===== src/rtl/sap_pkg.sv =====
// rtl/sap_pkg.sv - shared T-state encodings and opcode constants for the SAP control path
package sap_pkg;

    typedef enum logic [2:0] {
        T1     = 3'd0,
        T2     = 3'd1,
        T3     = 3'd2,
        T4     = 3'd3,
        T5     = 3'd4,
        T6     = 3'd5,
        T_HALT = 3'd7
    } t_state_e;

    localparam logic [3:0] OP_LDA = 4'b0000;
    localparam logic [3:0] OP_ADD = 4'b0001;
    localparam logic [3:0] OP_SUB = 4'b0010;
    localparam logic [3:0] OP_OUT = 4'b1110;
    localparam logic [3:0] OP_HLT = 4'b1111;

    // Anything outside the defined opcode set executes as a NOP.
    function automatic logic is_nop(input logic [3:0] op);
        return !(op == OP_LDA || op == OP_ADD || op == OP_SUB ||
                 op == OP_OUT || op == OP_HLT);
    endfunction

endpackage


===== src/rtl/sap_ring_counter.sv =====
// rtl/sap_ring_counter.sv - T-state register with run hold, short-cycle return and HALT trap
module sap_ring_counter
    import sap_pkg::*;
#(
    parameter bit SHORT_CYCLE = 1'b0
) (
    input  logic       clk,
    input  logic       reset,
    input  logic       run,
    input  logic [3:0] instruction,
    output t_state_e   t_state
);

    t_state_e state_q;
    t_state_e state_d;

    always_ff @(posedge clk) begin
        state_q <= state_d;
    end

    always_comb begin
        state_d = state_q;
        if (reset) begin
            state_d = T1;
        end else if (state_q == T_HALT) begin
            state_d = T_HALT;
        end else if (run) begin
            case (state_q)
                T1: state_d = T2;
                T2: state_d = T3;
                T3: state_d = T4;
                T4: begin
                    if (instruction == OP_HLT) begin
                        state_d = T_HALT;
                    end else if (SHORT_CYCLE && (instruction == OP_OUT || is_nop(instruction))) begin
                        state_d = T1;
                    end else begin
                        state_d = T5;
                    end
                end
                T5: begin
                    if (SHORT_CYCLE && instruction == OP_LDA) begin
                        state_d = T1;
                    end else begin
                        state_d = T6;
                    end
                end
                // T6 and the unused encoding both wrap to the next fetch.
                default: state_d = T1;
            endcase
        end
    end

    assign t_state = state_q;

endmodule


===== src/rtl/sap_control_sequencer.sv =====
// rtl/sap_control_sequencer.sv - SAP control sequencer: ring counter plus combinational control decode
module sap_control_sequencer
    import sap_pkg::*;
#(
    parameter bit SHORT_CYCLE = 1'b0
) (
    input  logic       clk,
    input  logic       reset,
    input  logic       run,
    input  logic [3:0] INSTRUCTION,
    output logic [2:0] T_STATE,
    output logic       pc_inc,
    output logic       pc_enable,
    output logic       mar_latch,
    output logic       ram_enable,
    output logic       ir_latch,
    output logic       ir_enable,
    output logic       a_latch,
    output logic       a_enable,
    output logic       b_latch,
    output logic       alu_enable,
    output logic       alu_sub,
    output logic       out_latch,
    output logic       halt
);

    t_state_e state;

    sap_ring_counter #(
        .SHORT_CYCLE(SHORT_CYCLE)
    ) u_ring (
        .clk        (clk),
        .reset      (reset),
        .run        (run),
        .instruction(INSTRUCTION),
        .t_state    (state)
    );

    // Reset masks everything combinationally so the bus is quiet during the reset cycle itself.
    always_comb begin
        T_STATE    = 3'd0;
        pc_inc     = 1'b0;
        pc_enable  = 1'b0;
        mar_latch  = 1'b0;
        ram_enable = 1'b0;
        ir_latch   = 1'b0;
        ir_enable  = 1'b0;
        a_latch    = 1'b0;
        a_enable   = 1'b0;
        b_latch    = 1'b0;
        alu_enable = 1'b0;
        alu_sub    = 1'b0;
        out_latch  = 1'b0;
        halt       = 1'b0;
        if (!reset) begin
            T_STATE = state;
            case (state)
                T1: begin
                    pc_enable = 1'b1;
                    mar_latch = 1'b1;
                end
                T2: pc_inc = 1'b1;
                T3: begin
                    ram_enable = 1'b1;
                    ir_latch   = 1'b1;
                end
                T4: begin
                    case (INSTRUCTION)
                        OP_LDA, OP_ADD, OP_SUB: begin
                            ir_enable = 1'b1;
                            mar_latch = 1'b1;
                        end
                        OP_OUT: begin
                            a_enable  = 1'b1;
                            out_latch = 1'b1;
                        end
                        default: ;
                    endcase
                end
                T5: begin
                    case (INSTRUCTION)
                        OP_LDA: begin
                            ram_enable = 1'b1;
                            a_latch    = 1'b1;
                        end
                        OP_ADD, OP_SUB: begin
                            ram_enable = 1'b1;
                            b_latch    = 1'b1;
                        end
                        default: ;
                    endcase
                end
                T6: begin
                    if (INSTRUCTION == OP_ADD || INSTRUCTION == OP_SUB) begin
                        alu_enable = 1'b1;
                        a_latch    = 1'b1;
                        alu_sub    = (INSTRUCTION == OP_SUB);
                    end
                end
                T_HALT: halt = 1'b1;
                default: ;
            endcase
        end
    end

endmodule

===== config.mk =====
export PLATFORM = sky130hd
export DESIGN_NAME = sap_control_sequencer
export DESIGN_NICKNAME = d
export VERILOG_FILES = /design/src/rtl/sap_pkg.sv /design/src/rtl/sap_ring_counter.sv /design/src/rtl/sap_control_sequencer.sv
export SDC_FILE = /design/constraint.sdc
export NUM_CORES = 1
export LEC_CHECK = 0
export ABC_AREA = 1
export BUFFER_PORTS_ARGS = -buffer_cell sky130_fd_sc_hd__buf_4
export CORE_AREA = 5 5 42 44
export CTS_BUF_LIST = sky130_fd_sc_hd__clkbuf_4 sky130_fd_sc_hd__clkbuf_8
export DETAILED_ROUTE_END_ITERATION = 7
export DIE_AREA = 0 0 47 49
export PLACE_DENSITY = 0.53
export SETUP_SLACK_MARGIN = 0.15
export SYNTH_ARGS = -nofsm -noshare
export SYNTH_HDL_FRONTEND = slang
export SYNTH_SLANG_ARGS = --single-unit

===== constraint.sdc =====
create_clock -name clk -period 1.3 [get_ports clk]
set_input_delay 0.13 -clock clk [delete_from_list [all_inputs] [get_ports clk]]
set_output_delay 0.13 -clock clk [all_outputs]
set_load 0.05 [all_outputs]

Word level (Yosys, flattened, before mapping)

Index checks and enable logic that the tools add are counted.

Equal/unequal tests: 10
Reductions and logical operators: 6
Mux-type cells: 35

Operator list:

| cell                 | number |
|---|---|
| $mux W1              | 27 |
| $pmux W3 S5          | 1 |
| $eq A3 B3 Y1 const B | 3 |
| $mux W3              | 3 |
| $eq A4 B4 Y1 const B | 2 |
| $eq A3 B2 Y1 const B | 2 |
| $pmux W1 S2          | 3 |
| $eq A4 B1 Y1 const B | 1 |
| $eq A4 B2 Y1 const B | 1 |
| $logic_not A4 Y1     | 1 |
| $eq A3 B1 Y1 const B | 1 |
| $logic_not A3 Y1     | 1 |
| $reduce_or A3 Y1     | 1 |
| $mux W2              | 1 |
| $reduce_bool A2 Y1   | 1 |
| $reduce_or A2 Y1     | 1 |
| $logic_or A1 B1 Y1   | 1 |

Bits in registers: 3
Input bits: 7
Word-level logic and storage cells: 52
Output and inout port bits: 16

Depth between registers and ports, before layout

Depth in word-level cells: 5
Gate-level depth with buffers: 6
Gate-level depth less buffers: 6

Cells and area by module

Synthesis repeated with hierarchy kept, for this count alone.

Cells, all modules: 68
Area, all modules: 399.1 µm²

By module, submodules not included:

| module                | area each (µm²) | times used | cells an instance | sequential area each (µm²) |
|---|---|---|---|---|
| sap_control_sequencer | 220.2           | 1          | 41                | 0.0 |
| sap_ring_counter      | 178.9           | 1          | 27                | 60.1 |

Worst setup path before layout

No wires, ideal clock.

Kind: flip-flop to output port
From: register u_ring.state_q[0] (netlist: u_ring.t_state[0])
To: output out_latch
Data arrival time: 2.500 ns
Path slack: -1.330 ns
Stages on the path, launching flop included: 4
Buffers on the path: 1
Required time: 1.170 ns
Cell sequence: dfxtp_1 -> nand2_2 -> nor4_1 -> buf_4

Cells in the longest elaborated chain, start to end: 3

Ends and longest elaborated chain:

| what                   | RTL line                    | RTL |
|---|---|---|
| from (decl)            | sap_ring_counter.sv:14      | `t_state_e state_q;` |
| from (signal assigned) | sap_ring_counter.sv:18      | `state_q <= state_d;` |
| $eq A3 B2 Y1           | --                          |  |
| $mux W1 (2 in a row)   | --                          |  |
| to (decl)              | sap_control_sequencer.sv:23 | `output logic out_latch,` |

No other way between the ends.

Worst setup path after layout

From: register u_ring.state_q[1] (netlist: u_ring.t_state[1])
To: output a_latch

Cells in the longest elaborated chain, start to end: 3
Elaborated cells between the ends (all ways): 4
Those cells by class: 2 x eq/ne; 2 x mux

Ends and longest elaborated chain:

| what            | RTL line                    | RTL |
|---|---|---|
| $eq A3 B3 Y1    | sap_control_sequencer.sv:57 | `case (state)` |
| $pmux W1 S2 (*) | sap_control_sequencer.sv:57 |  |
| $mux W1 (*)     | sap_control_sequencer.sv:55 | `if (!reset) begin` |
| to (decl)       | sap_control_sequencer.sv:18 | `output logic a_latch,` |

Every way passes the cells marked *; elsewhere a longest branch is shown, timed or not.

==> summary.md <==
| Metric | Value |
|---|---|
| Number of flip-flops and latches in the synthesized netlist | `3` |
| Total clock sinks | `3` |
| Total setup violations reported at the end of the flow | `11` |
| Placeable core region | `between 1000 and 1500 sq um` |
| Maximum number of pins on one net before global-route repair | `9` |
| Routability-driven placement congestion ratio | `roughly 0.82` |
| Critical path class | `flip-flop to primary output` |
| Mean Syn Cell Area | `between 5 and 6 sq um` |
| Max-cap violations | `0` |
| Minimum setup slack in the final design | `-0.107 ns` |
| DRT Wirelength | `between 1000 and 1500 um` |
| Insertion delay to the later sink of the worst-skew pair | `0.24 ns` |
| Total vias in the final route | `~530` |
| Critical path origin | `u_ring.t_state[1]` |
| Slew Viols, Final | `0` |
| Initial antenna violation count | `0` |
| Final Util | `65.4%` |
| Power density of the placed cells | `about 630 nW/um^2` |
| Share of post-route cells with drive strength above 1 | `around 72%` |
| Final non-filler cell total | `117` |
| Post-Place Cells | `between 100 and 150` |
| Critical Path Start Type | `flip-flop` |
| Final HPWL from detailed placement | `between 1000 and 1500 um` |
| Synthesis-to-layout area growth | `160%` |
| Total standard cell area after synthesis | `between 300 and 400 sq um` |
| Final sum of negative setup slack | `-0.700 ns` |
| Warnings, synthesis | `0` |
| Count of endpoints failing hold in the final timing report | `0` |
| Initial DRC count | `9` |
| Total of buffers placed on input and output ports | `22` |
| Total Nets Final | `109` |
| Critical path destination | `a_latch` |
| Number of diodes | `0` |
| Final global-route overflow total | `0` |
| GRT Total Usage | `between 10% and 20%` |
| Worst EP required | `approximately 1.2 ns` |
| Critical register-to-register path startpoint | `u_ring.t_state[1]` |
| Via count normalized by instance count | `between 4 and 5` |
| Worst-case clock buffer depth | `2` |
| Setup clock skew after layout | `approximately 0.0069 ns` |
| Result of the run | `finished with violations` |
| Buffer type at the clock tree root | `sky130_fd_sc_hd__clkbuf_4` |
| Die height | `slightly below 50 um` |
| Leakage dissipation | `between 0.3 and 0.4 nW` |
| Number of placement rows | `14` |
| Number of clock buffers inserted by TritonCTS | `3` |
| Register-to-Register Setup Slack | `0.23 ns` |
| Avg WL per Cell | `11.6 um` |
| Crit share post-route | `108%` |
| Arrival time at the worst endpoint | `1.28 ns` |
| Critical Path End Type | `primary output` |
| Failing checks | `setup timing` |
| HP Class | `input port to flip-flop` |
| First-pass GRT wire length | `approximately 2200 um` |
| Critical hold path startpoint | `run` |
| Number of design rule violations left after detail routing | `0` |
| Number of distinct library cells after synthesis | `19` |
| Slew of the pin with the lowest slew margin | `between 0.2 and 0.3 ns` |
| Clk slew on worst S/H paths | `approximately 0.04 ns` |
| R2R Path End | `u_ring.t_state[0]` |
| Final-layout fill cell count | `130` |
| Die area | `about 2300 sq um` |
| Hold-fix buffer count after cts | `0` |
| Peak supply drop | `between 0.4 and 0.5 mV` |
| Initial Util | `25.2%` |
| Number of standard cells after synthesis | `66` |
| IO Pins | `23` |
| Max transition margin | `82.4%` |
| Unrepaired setup endpoints after global routing | `true` |
| CTS tree | `built` |
| Number of H-tree branching levels | `1` |
| Number of global-route vias before repair | `534` |
| FF-to-FF path depth | `6` |
| Antenna viol nets, final | `0` |
| Post-synthesis net count | `73` |
| Flip-flop count of the largest register, all copies and words added | `3` |
| Highest clock frequency the design can meet | `between 700 and 800 MHz` |
| Sequential share of the synthesized area | `17.0%` |
| Shortest period the worst path allows | `around 1.4 ns` |
| Sum of internal, switching and leakage power | `a little under 0.6 mW` |
| Largest driver fanout on the critical path | `4` |
| Die outline width | `47 um` |
| Number of search-and-repair iterations in the first detailed-routing pass | `4` |
-- power breakdown --
group	total, mW	leakage, nW	internal (mW)	switching (mW)
sequential	0.117	0.0267	0.0983	0.0182
clock	0.188	0.0184	0.136	0.0519
combinational	0.273	0.342	0.111	0.162
-- worst max-delay path, stage by stage (launching register included) --
cell and delay (ns):
sky130_fd_sc_hd__dfxtp_4 0.37, sky130_fd_sc_hd__inv_4 0.07, sky130_fd_sc_hd__nand2_4 0.05, sky130_fd_sc_hd__nor2_4 0.11, sky130_fd_sc_hd__nand3_4 0.11, sky130_fd_sc_hd__a21oi_4 0.16, sky130_fd_sc_hd__buf_6 0.17
-- per-stage QoR --
step | hold WS, ns | area, sq um | setup WS [ns]
after global routing | 0.125 | 917 | -0.148
after global placement | 0.354 | 717 | 0.0686
final | 0.112 | 917 | -0.107
after detailed placement | 0.357 | 717 | 0.0473
after CTS | 0.0988 | 857 | -0.107
after floorplan | 0.230 | 507 | -0.214
-- layout make-up --
type                       count  area (sq um)  area share, %
multi-input combinational     51           424           46.2
timing repair buffer          34           330           36.0
sequential                     3          71.3           7.78
inverter                       9          41.3           4.50
clock buffer                   4          30.0           3.27
tap                           16          20.0           2.18
-- repair_timing --
action,in CTS,in global routing
setup endpoints to repair,15,17
setup buffers,2,3
pin swaps,6,5
gates resized for setup,27,10
-- cells in the final DEF, fill, tap and decap left out --
master                      n
sky130_fd_sc_hd__nand2_1    8
sky130_fd_sc_hd__nand3_4    2
sky130_fd_sc_hd__buf_4     17
sky130_fd_sc_hd__o22ai_4    1
sky130_fd_sc_hd__nor2_1     4
sky130_fd_sc_hd__a21oi_1    2
sky130_fd_sc_hd__buf_8      3
sky130_fd_sc_hd__nand3_2    1
sky130_fd_sc_hd__inv_4      1
sky130_fd_sc_hd__nor2_4    11
sky130_fd_sc_hd__nor2_2     3
sky130_fd_sc_hd__a21oi_4    1
sky130_fd_sc_hd__inv_1      6
sky130_fd_sc_hd__a31oi_1    1
sky130_fd_sc_hd__dfxtp_4    3
sky130_fd_sc_hd__or2_1      1
sky130_fd_sc_hd__inv_6      1
sky130_fd_sc_hd__buf_6     14
sky130_fd_sc_hd__o21ai_4    1
sky130_fd_sc_hd__clkbuf_4   4
sky130_fd_sc_hd__nor4_4     1
sky130_fd_sc_hd__nor3_1     1
sky130_fd_sc_hd__nand2_2    5
sky130_fd_sc_hd__nand3b_1   1
sky130_fd_sc_hd__inv_2      1
sky130_fd_sc_hd__a21oi_2    1
sky130_fd_sc_hd__o21ai_0    4
sky130_fd_sc_hd__nand2_4    2
-- worst min-delay path by stage --
stage                              endpoint  slack, ns  cells past startpoint
after floorplan           u_ring.t_state[2]       0.23                      1
after global placement    u_ring.t_state[2]       0.35                      2
after detailed placement  u_ring.t_state[2]       0.36                      2
after CTS                 u_ring.t_state[2]        0.1                      2
after global routing      u_ring.t_state[2]       0.12                      2
final                     u_ring.t_state[2]       0.11                      2
-- cells in the mapped netlist --
cell type                  instances  area [sq um]
sky130_fd_sc_hd__nor2_2            2          12.5
sky130_fd_sc_hd__o22ai_1           1          6.26
sky130_fd_sc_hd__nor2_1           16          60.1
sky130_fd_sc_hd__a21oi_1           2          10.0
sky130_fd_sc_hd__buf_2             1          5.00
sky130_fd_sc_hd__buf_4             2          15.0
sky130_fd_sc_hd__nand3b_1          1          7.51
sky130_fd_sc_hd__inv_2             2          7.51
sky130_fd_sc_hd__a21oi_2           2          17.5
sky130_fd_sc_hd__o21ai_0           5          25.0
sky130_fd_sc_hd__nand2_2           2          12.5
sky130_fd_sc_hd__nand2_1          13          48.8
sky130_fd_sc_hd__dfxtp_1           3          60.1
sky130_fd_sc_hd__inv_1             7          26.3
sky130_fd_sc_hd__or2_1             1          6.26
sky130_fd_sc_hd__nor3_1            1          5.00
sky130_fd_sc_hd__a31oi_1           1          6.26
sky130_fd_sc_hd__nand3_1           3          15.0
sky130_fd_sc_hd__nor4_1            1          6.26
-- kinds of logic after synthesis --
| family | synth area share [%] |
|---|---|
| buffers and inverters | 15.2 |
| AO/OA/AOI/OAI | 18.4 |
| AND/OR/NAND/NOR | 49.3 |
| flip-flops | 17.0 |
-- per-layer routing --
layer | vias to the layer above | GRT usage [%] | share of wire (%)
li1 | 277 | - | -
met1 | 238 | 13.8 | 37
met2 | 10 | 21.9 | 59
met3 | 0 | 2.21 | 3.7
met4 | 0 | 6.91 | 0
met5 | - | 0 | 0
Note: power is estimated with default switching activity, not from simulation.
